## src/rtl/cpu_hazard_unit.sv

```systemverilog
// cpu_hazard_unit
//   Operand forwarding and interlock control for the decode stage. Keeps a
//   scoreboard of the instructions in the NSTAGE stages after decode. For each
//   decode operand it picks the youngest in-flight producer. If that result is
//   already available, the unit forwards it. Otherwise it stalls fetch/decode
//   and inserts a bubble.
//
// Ports
//   clk, reset          clock (rising edge), asynchronous active-low reset
//   i_dec_*             decoded instruction: valid, operand regs + use flags,
//                       destination write enable/reg, load flag
//   i_flush             kill the instruction currently in decode
//   i_stage_data        result at the output of each tracked stage
//   o_stall             hold PC/decode and insert a bubble
//   o_fwd_hit/sel/data  per-operand forward enable, source stage, value
//   o_stall_cnt         saturating count of stall cycles
module cpu_hazard_unit #(
    parameter int unsigned DW      = 16,
    parameter int unsigned NREG    = 8,
    parameter int unsigned NSTAGE  = 2,
    parameter int unsigned ALU_RDY = 0,
    parameter int unsigned LD_RDY  = 1,
    parameter int unsigned CNTW    = 16,
    localparam int unsigned RW     = (NREG > 1) ? $clog2(NREG) : 1,
    localparam int unsigned SW     = (NSTAGE > 1) ? $clog2(NSTAGE) : 1
) (
    input  logic                         clk,
    input  logic                         reset,
    input  logic                         i_dec_valid,
    input  logic [RW-1:0]                i_dec_rx,
    input  logic                         i_dec_rx_use,
    input  logic [RW-1:0]                i_dec_ry,
    input  logic                         i_dec_ry_use,
    input  logic                         i_dec_wr_en,
    input  logic [RW-1:0]                i_dec_rd,
    input  logic                         i_dec_is_load,
    input  logic                         i_flush,
    input  logic [NSTAGE-1:0][DW-1:0]    i_stage_data,
    output logic                         o_stall,
    output logic                         o_fwd_hit_a,
    output logic [SW-1:0]                o_fwd_sel_a,
    output logic [DW-1:0]                o_fwd_data_a,
    output logic                         o_fwd_hit_b,
    output logic [SW-1:0]                o_fwd_sel_b,
    output logic [DW-1:0]                o_fwd_data_b,
    output logic [CNTW-1:0]              o_stall_cnt
);

    if (!(ALU_RDY <= LD_RDY && LD_RDY < NSTAGE)) begin : g_bad_cfg
        $error("cpu_hazard_unit: require ALU_RDY <= LD_RDY < NSTAGE");
    end

    typedef struct packed {
        logic          valid;
        logic          wr_en;
        logic [RW-1:0] rd;
        logic          is_load;
    } entry_t;

    entry_t [NSTAGE-1:0] entry_q, entry_d;
    logic   [CNTW-1:0]   stall_cnt_q, stall_cnt_d;

    logic [NSTAGE-1:0] match_a, match_b, ready;
    logic              found_a, found_b;
    logic              hazard_a, hazard_b;
    logic              hit_a, hit_b;
    logic [SW-1:0]     sel_a, sel_b;

    // Per-stage match and result-availability flags.
    always_comb begin
        match_a = '0;
        match_b = '0;
        ready   = '0;
        for (int unsigned k = 0; k < NSTAGE; k++) begin
            match_a[k] = i_dec_valid && i_dec_rx_use && entry_q[k].valid &&
                         entry_q[k].wr_en && (entry_q[k].rd == i_dec_rx);
            match_b[k] = i_dec_valid && i_dec_ry_use && entry_q[k].valid &&
                         entry_q[k].wr_en && (entry_q[k].rd == i_dec_ry);
            ready[k]   = (k >= (entry_q[k].is_load ? LD_RDY : ALU_RDY));
        end
    end

    // Youngest match only: once found, older stages are ignored even when
    // the youngest producer is not ready yet (that is a hazard, not a miss).
    always_comb begin
        found_a  = 1'b0;
        found_b  = 1'b0;
        hit_a    = 1'b0;
        hit_b    = 1'b0;
        hazard_a = 1'b0;
        hazard_b = 1'b0;
        sel_a    = '0;
        sel_b    = '0;
        for (int unsigned k = 0; k < NSTAGE; k++) begin
            if (!found_a && match_a[k]) begin
                found_a = 1'b1;
                if (ready[k]) begin
                    hit_a = 1'b1;
                    sel_a = SW'(k);
                end else begin
                    hazard_a = 1'b1;
                end
            end
            if (!found_b && match_b[k]) begin
                found_b = 1'b1;
                if (ready[k]) begin
                    hit_b = 1'b1;
                    sel_b = SW'(k);
                end else begin
                    hazard_b = 1'b1;
                end
            end
        end
    end

    always_comb begin
        o_stall      = i_dec_valid && !i_flush && (hazard_a || hazard_b);
        o_fwd_hit_a  = hit_a;
        o_fwd_sel_a  = sel_a;
        o_fwd_data_a = hit_a ? i_stage_data[sel_a] : '0;
        o_fwd_hit_b  = hit_b;
        o_fwd_sel_b  = sel_b;
        o_fwd_data_b = hit_b ? i_stage_data[sel_b] : '0;
        o_stall_cnt  = stall_cnt_q;
    end

    // Scoreboard advance: decode enters stage 0 unless stalled or flushed;
    // downstream stages always shift.
    always_comb begin
        entry_d = '0;
        if (i_dec_valid && !o_stall && !i_flush) begin
            entry_d[0].valid   = 1'b1;
            entry_d[0].wr_en   = i_dec_wr_en;
            entry_d[0].rd      = i_dec_rd;
            entry_d[0].is_load = i_dec_is_load;
        end
        for (int unsigned k = 1; k < NSTAGE; k++) begin
            entry_d[k] = entry_q[k-1];
        end
    end

    always_comb begin
        stall_cnt_d = stall_cnt_q;
        if (o_stall && (stall_cnt_q != '1)) begin
            stall_cnt_d = stall_cnt_q + CNTW'(1);
        end
    end

    always_ff @(posedge clk or negedge reset) begin
        if (!reset) begin
            entry_q     <= '0;
            stall_cnt_q <= '0;
        end else begin
            entry_q     <= entry_d;
            stall_cnt_q <= stall_cnt_d;
        end
    end

endmodule

```

## config.mk

```make
export PLATFORM = sky130hd
export DESIGN_NAME = cpu_hazard_unit
export DESIGN_NICKNAME = d
export VERILOG_FILES = /design/src/rtl/cpu_hazard_unit.sv
export SDC_FILE = /design/constraint.sdc
export NUM_CORES = 1
export LEC_CHECK = 0
export BUFFER_PORTS_ARGS = -buffer_cell sky130_fd_sc_hd__buf_2
export CAP_MARGIN = 20
export CORE_UTILIZATION = 35
export CTS_CLUSTER_SIZE = 12
export DETAILED_ROUTE_END_ITERATION = 10
export HOLD_SLACK_MARGIN = 0.12
export PLACE_DENSITY = 0.65
export SYNTH_ARGS = -nofsm -noshare
export SYNTH_HDL_FRONTEND = slang
export SYNTH_SLANG_ARGS = --single-unit
```

## constraint.sdc

```tcl
create_clock -name clk -period 2.6 [get_ports clk]
set_input_delay 0.26 -clock clk [delete_from_list [all_inputs] [get_ports clk]]
set_output_delay 0.26 -clock clk [all_outputs]
set_load 0.05 [all_outputs]
```

* Word level (Yosys, flattened, before mapping) *
Cells that the tools add are included.

word-level totals
  register bits after elaboration = 28
  input port bits = 49
  output and inout bits = 53

cells by class
  add/sub/neg operators = 1
  magnitude comparators = 4
  equal/unequal tests = 5
  multiplexer cells = 28
  reduce and logical (&&, ||, !) cells = 26

operator list
  kind                     count
  $mux W16                 6
  $logic_and A1 B1 Y1      21
  $mux W1                  21
  $add A16 B1 Y16 const B  1
  $ne A16 B16 Y1 const B   1
  $eq A3 B3 Y1             4
  $mux W6                  1
  $logic_not A1 Y1         4
  $lt A1 B2 Y1 const B     2
  $ge A1 B1 Y1 const A     2
  $logic_or A1 B1 Y1       1

* Logic depth before layout (Yosys ltp) *
Gate-level depths: netlist (run 1).

  depth in word-level cells = 14
  depth in mapped cells = 6
  mapped depth without buffers = 6

* Least setup slack after synthesis (run 1) *
Ideal clock, no wire load.

  kind = register to register
  from = reg entry_q (netlist bit entry_d[7])
  to = reg stall_cnt_q[1], in the netlist o_stall_cnt[1]
  arrival = 2.061 ns
  setup slack = 0.412 ns
  stages on the path, launching flop included = 6
  cell sequence = dfrtp_1 > xnor2_1 > nand4_4 > a21oi_2 > nand2_1 > mux2_1

on the way
  cells in the longest elaborated chain, start to end = 9
  elaborated cells between the ends (all ways) = 19

ends and longest elaborated chain
  element                                 RTL line  source
  start: declaration                      60        entry_t [NSTAGE-1:0] entry_q, entry_d;
  start signal: assignment                154       entry_q <= entry_d;
  $eq A3 B3 Y1 (on tied branches)         76, 78
  $logic_and A1 B1 Y1 (on tied branches)  76, 78
  $mux W1 (on tied branches)              95, 104
  $logic_not A1 Y1 (on tied branches)     95, 104
  $logic_and A1 B1 Y1 (on tied branches)  95, 104
  $mux W1 (on tied branches)              95, 104
  $logic_or A1 B1 Y1 (*)                  117       o_stall = i_dec_valid && !i_flush && (hazard_a || hazard_b);
  $logic_and A1 B1 Y1 (*)                 117
  via o_stall                             39        output logic o_stall,
  $logic_and A1 B1 Y1 (*)                 144       if (o_stall && (stall_cnt_q != '1)) begin
  end signal: assignment                  155       stall_cnt_q <= stall_cnt_d;
  end: declaration                        61        logic [CNTW-1:0] stall_cnt_q, stall_cnt_d;

The timed path passes the listed nets; every way through them passes the cells marked *.
A chain may end at the register's enable or synchronous reset.

* Worst setup path after layout (run 1) *
  from = reg entry_q (netlist bit entry_d[9])
  to = out o_fwd_hit_b

on the way
  cells in the longest elaborated chain, start to end = 6
  elaborated cells between the ends (all ways) = 8

ends and longest elaborated chain
  element                  RTL line  source
  $eq A3 B3 Y1 (*)         78        entry_q[k].wr_en && (entry_q[k].rd == i_dec_ry);
  $logic_and A1 B1 Y1 (*)  78
  $mux W1                  104       if (!found_b && match_b[k]) begin
  $logic_not A1 Y1         104
  $logic_and A1 B1 Y1      104
  $mux W1 (*)              104
  end: declaration         43        output logic o_fwd_hit_b,

Mark *: on every way between the ends. The rest lies on a longest branch, timed or not.

==> summary.txt, run 1 <==
Clock network
  – Clock Tree Buf Depth: 2
  – H-tree depth: 1
  – Root Buffer: clkbuf_8
  – Reg clk slew, reported paths: about 0.080 ns
  – TritonCTS clock tree: yes
  – TritonCTS Buffers: 3
  – Worst-skew pair later-pin latency: about 0.27 ns
  – Clock sink total: 27
  – Post-CTS setup buffers: 0

GRT
  – Largest net degree at the start of global routing: 28
  – Vias in the first global route: 1,590
  – Total track usage: 0.172
  – First-pass GRT wire length: around 7000 um
  – Antenna violations before repair: 0
  – Overflow after GRT: 0

Synthesis
  – Mean Syn Cell Area: roughly 11 um^2
  – Ys Warns: 0
  – Cells after Synth: 156
  – Area contributors post-synth: dfrtp_1, a22o_1, xnor2_1, xor2_1, nand3_1
  – Most frequent cell after synthesis: a22o_1
  – Synth top cells by count: a22o_1, dfrtp_1, xnor2_1
  – Most used DFF post-synth: dfrtp_1
  – Area leader, netlist: dfrtp_1
  – Syn nets: around 200
  – Adder-cell share of the synthesized area: 0.00739
  – Mux share of post-synthesis cell area: 0.0266
  – Number of flops mapped to enable cells by yosys: 0
  – XOR/XNOR share of the synthesized area: 0.114
  – Post-synthesis simple-gate area fraction: 0.201
  – Seq cells post-synth: 27
  – Largest family of logic cells by synthesized area: compound AO/OA/AOI/OAI gates
  – Post-synth cell types: 34
  – Compound-cell area share of the yosys netlist: 0.233
  – Area share of the largest cell type after synthesis: 0.399
  – Synth Cell Area: about 1700 um^2
  – FFs w/ async S/R, synth: 1.00
  – Register area share after synthesis: 0.399

Routing
  – Vias post-DR: 1,640
  – Routed Antenna Nets: 0
  – DR iter-0 viols: 67
  – First drt pass iteration count: 4
  – Total Wirelength: 4340 um
  – # DRC: 0
  – Wire length per cell: approximately 14 um
  – Drt via density: 5.29

Placed design
  – Dpl hpwl: about 3400 um
  – Dpl cell area: 2250 um^2
  – IO Port Bufs: approximately 100
  – RePlAce Congestion: 0.723

Final layout
  – Design Area, Final: 2310 um^2
  – Area grow syn2layout: 36.2%
  – Filler cells: 442
  – Layout cells sized above 1: 0.465
  – Final nets: a little over 300
  – # diodes: 0

STA
  – Fmax achieved: between 400 and 500 MHz
  – RSZ-0062 raised after global routing: false
  – Final hold violations: 0
  – Slew Limit Fails: 0
  – Slew Limit Headroom: 0.595
  – Final Skew: between 0.004 and 0.005 ns
  – Crit path time final: approximately 2.4 ns
  – Final setup vio count: 0
  – Worst-Margin Slew: 0.608 ns
  – Setup TNS: 0 ns
  – Fin crit share: 0.923

Floorplan
  – Die Wd: roughly 70 um
  – Starting density of the core: 0.376
  – Core Box Area: between 4000 and 5000 um^2
  – I/O Pins: 102
  – Die H: roughly 70 um
  – Die footprint: between 5000 and 6000 um^2
  – Placement row count: 24

Worst setup path
  – Critical-path maximum fanout: 18
  – Critical Path RT: about 2.3 ns
  – CP Class: reg2out
  – CP Launch Type: flop
  – Endpoint type of the worst setup path: output port
  – Worst path arrival time: 2.14 ns

Pwr
  – Tot Pwr: between 0.0007 and 0.0008 W
  – Peak supply drop: ~0.00029 V
  – PwrDens: 327 nW/um^2
  – Leak: around 1.2 nW

Hold path
  – Hold WC Path Type: in2reg

Status
  – Status: finished clean

Run
  – Max cap viols: 0
final cells by class:
cell class | instances | area (um^2) | area share
Clock buffer | 4 | 45.0 | 0.0195
Inverter | 1 | 3.75 | 0.00163
Multi-Input combinational cell | 122 | 987 | 0.428
Sequential cell | 27 | 676 | 0.293
Tap cell | 52 | 65.1 | 0.0282
Timing Repair Buffer | 104 | 531 | 0.230
metal layers:
metal | vias up | track usage | share of wire
met5 | - | 0 | 0
met4 | 0 | 0.0327 | 0.0060
met3 | 6 | 0.0267 | 0.075
met2 | 76 | 0.311 | 0.47
met1 | 757 | 0.218 | 0.44
li1 | 801 | - | -
power breakdown:
part           leakage (nW)  internal [W]  switching [W]
combinational         0.831     0.0000419      0.0000486
clock                0.0228      0.000110       0.000123
sequential            0.370      0.000427     0.00000589
placed cells by master (no fill, tap or decap), types with 2 or more instances in the layout:
master / count
a21oi_1: 2
buf_2: 101
and2_1: 6
xnor2_1: 16
a22o_1: 32
xor2_1: 6
o2111a_2: 2
nand4_4: 2
or2_2: 2
dfrtp_1: 27
mux2_2: 2
nor3_2: 2
and3_1: 5
nand4_1: 4
nor3_1: 2
buf_4: 2
a31oi_1: 2
nand3_1: 10
clkbuf_8: 3
nand2_1: 8
nor2_1: 4
mux2_1: 2
repair_timing:
action / in CTS / in global routing
hold buffers: 1 / 0
setup endpoints to repair: 0 / 4
resized for setup: 0 / 2
hold endpoints to repair: 27 / 0
final timing paths:
| check | startpoint | endpoint | slack [ns] | cells after the start |
|---|---|---|---|---|
| max in group asynchronous | reset | entry_d[8] | 1.67 | 2 |
| worst min-delay path | i_dec_wr_en | entry_d[10] | 0.20 | 2 |
| worst max-delay path | entry_d[9] | o_fwd_hit_b | 0.20 | 5 |
| worst min register to register | entry_d[10] | entry_q[10] | 0.41 | 0 |
| worst max register to register | entry_d[8] | o_stall_cnt[1] | 0.65 | 5 |
| min in group asynchronous | reset | o_stall_cnt[1] | 0.53 | 2 |
critical path, cell delays in order (launching register included):
cell,delay [ns]
dfrtp_1,0.42
xnor2_1,0.26
nand4_4,0.22
o2111a_2,0.45
or2_2,0.31
buf_2,0.21
state kept, by name, summed over array words and instances (netlist names):
name / flops
entry_d: 6
o_stall_cnt: 16
entry_q: 5
cell families after synthesis:
| kind of cell | Yosys count |
|---|---|
| compound gates | 43 |
| xor+xnor | 22 |
| fa+ha+maj | 1 |
| buf+inv | 7 |
| flops | 27 |
| mux | 4 |
| simple gates | 52 |
per-stage QoR:
step | hold WS (ns) | setup slack, ns | utilization | std cells
floorplan | -0.0356 | 0.412 | - | 156
global placement | 0.300 | 0.384 | 0.499 | 305
detailed placement | 0.305 | 0.358 | 0.499 | 305
CTS | 0.190 | 0.0510 | 0.512 | 310
global route | 0.197 | 0.0622 | 0.512 | 310
finish | 0.195 | 0.199 | 0.512 | 310
(Power assumes the default switching activity.)
==> run 2: changes to the inputs <==
Settings changed: PLACE_DENSITY 0.65 to 0.68.
Clock period 2.6 ns to 1.9 ns, I/O delays scaled along.
==> summary.txt, run 2 (same netlist as run 1, synthesis figures left out) <==
Worst setup path
  – CP Launch Type: flop
  – Worst path arrival time: 1.93 ns (-0.21 ns)
  – CP Class: reg2out
  – Critical-path maximum fanout: 9 (-9)
  – Endpoint type of the worst setup path: output port
  – Critical Path RT: 1.71 ns (-0.63 ns)

Floorplan
  – Core Box Area: 4500 um^2 (unchanged)
  – Die H: 71.6 um (unchanged)
  – Starting density of the core: 0.376 (unchanged)
  – Die footprint: 5120 um^2 (unchanged)
  – Die Wd: 71.6 um (unchanged)
  – Placement row count: 24 (unchanged)
  – I/O Pins: 102 (unchanged)

GRT
  – Vias in the first global route: 1,723 (+8.4%)
  – First-pass GRT wire length: 8070 um (+15%)
  – Largest net degree at the start of global routing: 28 (unchanged)
  – Total track usage: 0.197 (+0.0254)
  – Antenna violations before repair: 0 (unchanged)
  – Overflow after GRT: 0 (unchanged)

Clock network
  – H-tree depth: 1 (unchanged)
  – Worst-skew pair later-pin latency: 0.26 ns (about the same)
  – Reg clk slew, reported paths: 0.08 ns (about the same)
  – Clock sink total: 27 (unchanged)
  – Root Buffer: clkbuf_8
  – Clock Tree Buf Depth: 2 (unchanged)
  – TritonCTS clock tree: yes
  – TritonCTS Buffers: 3 (unchanged)

Final layout
  – Filler cells: 324 (-27%)
  – Area grow syn2layout: 86.3%
  – Final Non-Filler Cells: 330 (+6.5%)
  – Most frequent cells in the layout: buf_2, buf_6, a22o_4, dfrtp_2, dfrtp_1
  – # diodes: 0 (unchanged)
  – Layout cells sized above 1: 0.669 (+0.204)
  – Most common cell after layout, fill and taps aside: buf_2
  – Final nets: 329 (+6.5%)
  – Max reg flops: 16 (unchanged)

STA
  – Fmax achieved: roughly 470 MHz
  – Worst Slack Setup Final: -0.219 ns (-0.419 ns)
  – Fin crit share: 1.12
  – Slew Limit Headroom: 0.617 (+0.0228)
  – RSZ-0062 raised after global routing: true
  – Crit path time final: about 2.1 ns
  – Worst-Margin Slew: 0.574 ns (-0.0342 ns)
  – Final hold violations: 0 (unchanged)
  – Final setup vio count: 37 (+37)
  – Slew Limit Fails: 0 (unchanged)
  – Final Skew: 0.00749 ns (+0.00344 ns)

Routing
  – First drt pass iteration count: 4 (unchanged)
  – Wire length per cell: 16.0 um (+14%)
  – # DRC: 0 (unchanged)
  – Total Wirelength: 5280 um (+22%)
  – Routed Antenna Nets: 0 (unchanged)
  – DR iter-0 viols: 39 (-42%)
  – Drt via density: 5.38 (+1.7%)
  – Vias post-DR: 1,775 (+8.2%)

Placed design
  – IO Port Bufs: 101 (unchanged)
  – Placed Cells: 314 (+3.0%)
  – RePlAce Congestion: 0.853 (+18%)
  – Dpl hpwl: 3700 um (+10%)

Pwr
  – PwrDens: 337 nW/um^2 (+2.9%)
  – Peak supply drop: 0.000479 V (+68%)
  – Leak: 1.54 nW (+25%)
  – Tot Pwr: 0.00106 W (+41%)

Status
  – Failing checks: setup timing
  – Status: finished, violations left

Run
  – Max cap viols: 0 (unchanged)

Hold path
  – Hold WC Path Type: in2reg
-- run 2: cell count changes in the layout (fill, tap and decap cells not counted), moves of 4 or more --
cell	previous run	this run
buf_8	0	8
buf_2	101	65
a22o_4	0	20
dfrtp_1	27	13
buf_12	0	4
buf_6	0	35
a22o_1	32	12
xnor2_1	16	10
dfrtp_2	0	14
buf_4	2	7
xnor2_2	0	6
clkbuf_16	0	4
-- run 2: final timing paths --
kind                               start               to  slack, ns  cells past startpoint
hold reg to reg              entry_d[11]      entry_q[11]       0.43                      0
hold / removal             i_dec_is_load       entry_d[6]       0.13                      2
setup reg to reg              entry_d[9]  o_stall_cnt[14]      -0.01                      8
min in group asynchronous          reset   o_stall_cnt[3]       0.47                      2
setup / recovery              entry_d[9]  o_fwd_data_a[8]      -0.22                      6
max in group asynchronous          reset       entry_d[8]       1.02                      2
-- run 2: per-layer routing --
layer / share of wire / vias to the layer above / track usage
met5: 0 / - / 0
met2: 0.53 / 71 / 0.376
met1: 0.41 / 855 / 0.239
met4: 0.011 / 0 / 0.0327
li1: - / 843 / -
met3: 0.054 / 6 / 0.0281
-- run 2: repair_timing --
action                     4_1_cts  5_1_grt
buffers inserted                 4        4
hold endpoints to repair        27        0
gates resized for setup         77       20
hold buffers                     1        0
pin swaps                        7       12
setup endpoints to repair       38       48
cloned                           0        4
-- run 2: final cells by class --
cell class                 instances  area (um^2)  area share
clock buffer                       4         45.0      0.0143
inverter                           1         3.75     0.00119
multi-input combinational        122         1270       0.402
sequential                        27          693       0.220
tap                               52         65.1      0.0206
timing repair buffer             124         1080       0.343
-- run 2: power breakdown --
group	leakage (nW)	internal [W]	switching, W
Clock	0.0228	0.000150	0.000160
Combinational	1.17	0.0000762	0.0000842
Sequential	0.348	0.000584	0.00000950
Total	1.54	0.000810	0.000254
-- run 2: per-stage QoR --
| step | worst slack, ns | cell area [um^2] | TNS (ns) | utilization | hold slack, ns |
|---|---|---|---|---|---|
| after detailed placement | 0.0138 | 2640 | 0 | 0.587 | 0.223 |
| final | -0.219 | 3160 | -6.57 | 0.701 | 0.134 |
| after floorplan | -0.0125 | 2000 | -0.0125 | - | -0.106 |
| after global placement | 0.00132 | 2640 | 0 | 0.587 | 0.226 |
| after CTS | -0.234 | 2960 | -7.37 | 0.658 | 0.129 |
| after global routing | -0.299 | 3160 | -9.67 | 0.701 | 0.135 |
-- run 2: worst max-delay path: stages, from the launching register on --
cell	delay, ns
dfrtp_2	0.45
xnor2_2	0.20
nand4_4	0.12
o2111a_2	0.35
clkbuf_16	0.18
a22o_4	0.21
buf_6	0.15
==> run 3: changes to the inputs <==
Settings changed: BUFFER_PORTS_ARGS -buffer_cell sky130_fd_sc_hd__buf_2 to default, CORE_MARGIN from default to 1.5, DONT_BUFFER_PORTS from default to 1, PLACE_DENSITY 0.68 to 0.47.
Clock period 1.9 ns to 2.2 ns, I/O delays scaled along.
==> summary.txt, run 3 (same netlist as run 1, synthesis figures left out) <==
Worst setup path
  – Crit Reg-Reg Endpoint: o_stall_cnt[15]
  – Endpoint type of the worst setup path: output port
  – R2R depth: 7 (-1)
  – CP Class: reg2out
  – Reg2reg start: entry_d[7]
  – Worst path arrival time: 2.01 ns (+0.08 ns)
  – Critical-path maximum fanout: 6 (-3)
  – Reg2Reg Setup Slack: 0.07 ns (+0.08 ns)
  – CP Launch Type: flop
  – Critical Path RT: 1.98 ns (+0.27 ns)

STA
  – Final Skew: 0.00848 ns (+0.000993 ns)
  – Worst-Margin Slew: 0.537 ns (-0.0368 ns)
  – Slew Limit Fails: 0 (unchanged)
  – Fin crit share: 1.01
  – RSZ-0062 raised after global routing: true
  – Fmax achieved: around 450 MHz
  – Final setup vio count: 19 (-49%)
  – Crit path time final: roughly 2.2 ns
  – Worst Slack Setup Final: -0.0255 ns (+0.194 ns)
  – Slew Limit Headroom: 0.641 (+0.0237)
  – Final hold violations: 0 (unchanged)

Final layout
  – Layout cells sized above 1: 0.393 (-0.276)
  – # diodes: 0 (unchanged)
  – Register area: 678 um^2 (-2.2%)
  – Filler cells: 382 (+18%)
  – Multi-input gate area: 1100 um^2 (-13%)
  – Final nets: 275 (-16%)
  – Final Non-Filler Cells: 278 (-16%)
  – Most frequent cells in the layout: buf_12, a22o_1, dfrtp_1, buf_4, xnor2_1
  – Max reg flops: 16 (unchanged)
  – Most common cell after layout, fill and taps aside: buf_12
  – Area grow syn2layout: 68.5%

Routing
  – DR iter-0 viols: 59 (+51%)
  – Drt via density: 5.93 (+10%)
  – # DRC: 0 (unchanged)
  – Total Wirelength: 5380 um (+1.9%)
  – Routed Antenna Nets: 0 (unchanged)
  – Wire length per cell: 19.3 um (+21%)
  – Vias post-DR: 1,648 (-7.2%)
  – First drt pass iteration count: 4 (unchanged)

Clock network
  – Root Buffer: clkbuf_8
  – TritonCTS clock tree: yes
  – Clock Tree Buf Depth: 2 (unchanged)
  – Worst-skew pair later-pin latency: 0.27 ns (about the same)
  – Reg clk slew, reported paths: 0.09 ns (about the same)
  – TritonCTS Buffers: 3 (unchanged)
  – Clock sink total: 27 (unchanged)
  – H-tree depth: 1 (unchanged)

Placed design
  – RePlAce Congestion: 0.810 (-5.0%)
  – IO Port Bufs: 0 (-100%)
  – Post-Place Worst Slack: 0.0215 ns (+0.00770 ns)
  – Placed Cells: 259 (-18%)
  – Dpl hpwl: 4000 um (+8.2%)

Floorplan
  – Core Box Area: 4690 um^2 (+4.2%)
  – Die Wd: 72.6 um (+1.4%)
  – Starting density of the core: 0.361 (-0.0150)
  – I/O Pins: 102 (unchanged)
  – Die footprint: 5270 um^2 (+2.8%)
  – Die H: 72.6 um (+1.4%)
  – Placement row count: 25 (+4.2%)

Run
  – Max cap viols: 0 (unchanged)

GRT
  – Largest net degree at the start of global routing: 28 (unchanged)
  – First-pass GRT wire length: 8110 um (+0.60%)
  – Antenna violations before repair: 0 (unchanged)
  – Vias in the first global route: 1,593 (-7.5%)
  – Overflow after GRT: 0 (unchanged)
  – Total track usage: 0.200 (+0.00325)

Status
  – Failing checks: setup timing
  – Status: finished, violations left

Pwr
  – PwrDens: 309 nW/um^2 (-8.3%)
  – Leak: 1.21 nW (-21%)
  – Peak supply drop: 0.000433 V (-9.6%)
  – Tot Pwr: 0.000882 W (-17%)

Hold path
  – Hold path start: i_dec_valid
  – Hold WC Path Type: in2reg
  – Hold Path End: entry_d[11]
  – Hold depth: 1 (-1)
==> run 3: final cells by class <==
| type | instances | area share |
|---|---|---|
| clock buffer | 4 | 0.0158 |
| inverter | 1 | 0.00131 |
| multi-input combinational | 124 | 0.386 |
| sequential | 27 | 0.238 |
| tap | 54 | 0.0237 |
| timing repair buffer | 68 | 0.336 |
==> run 3: worst max-delay path by stage <==
stage	start	endpoint	slack (ns)	depth (start not counted)
detailed placement	entry_d[7]	o_fwd_hit_a	0.02	4
finish	entry_d[7]	o_fwd_data_a[1]	-0.03	6
CTS	entry_d[9]	o_fwd_hit_a	-0.02	4
global placement	entry_d[7]	o_fwd_hit_a	0.10	4
global route	entry_d[7]	o_fwd_data_b[11]	-0.11	7
floorplan	entry_d[7]	o_stall_cnt[1]	0.01	5
==> run 3: worst max-delay path, stage by stage (launching register included) <==
cell	delay [ns]
dfrtp_2	0.44
buf_4	0.16
xnor2_4	0.18
nand4_4	0.18
o2111a_2	0.38
a22o_1	0.24
buf_12	0.16
==> run 3: power by group <==
group | switching (W) | total [W] | internal, W
sequential | 0.00000858 | 0.000513 | 0.000504
combinational | 0.0000419 | 0.0000877 | 0.0000458
clock | 0.000152 | 0.000282 | 0.000130
total | 0.000202 | 0.000882 | 0.000680
==> run 3: what timing repair did <==
item,4_1_cts,5_1_grt
pin swaps,7,15
setup buffers,1,2
resized for setup,15,9
endpoints found under the setup margin,35,35
endpoints found under the hold margin,33,0
hold buffers,8,0
cloned,3,1
==> run 3: layer usage <==
metal  vias up  routed length (um)  track usage
met5         -                   0            0
met4         0                  40       0.0524
met3         5                 482       0.0483
met2        81                2920        0.380
met1       817                1930        0.221
li1        745                   -            -
==> run 3: through the flow <==
stage | utilization | instance area, um^2 | setup TNS (ns) | hold slack [ns]
after global routing | 0.609 | 2860 | -2.68 | 0.178
after floorplan | - | 1690 | 0 | -0.0756
after detailed placement | 0.542 | 2540 | 0 | -0.0751
final | 0.609 | 2860 | -0.269 | 0.175
after CTS | 0.593 | 2780 | -0.0281 | 0.163
after global placement | 0.542 | 2540 | 0 | -0.0749
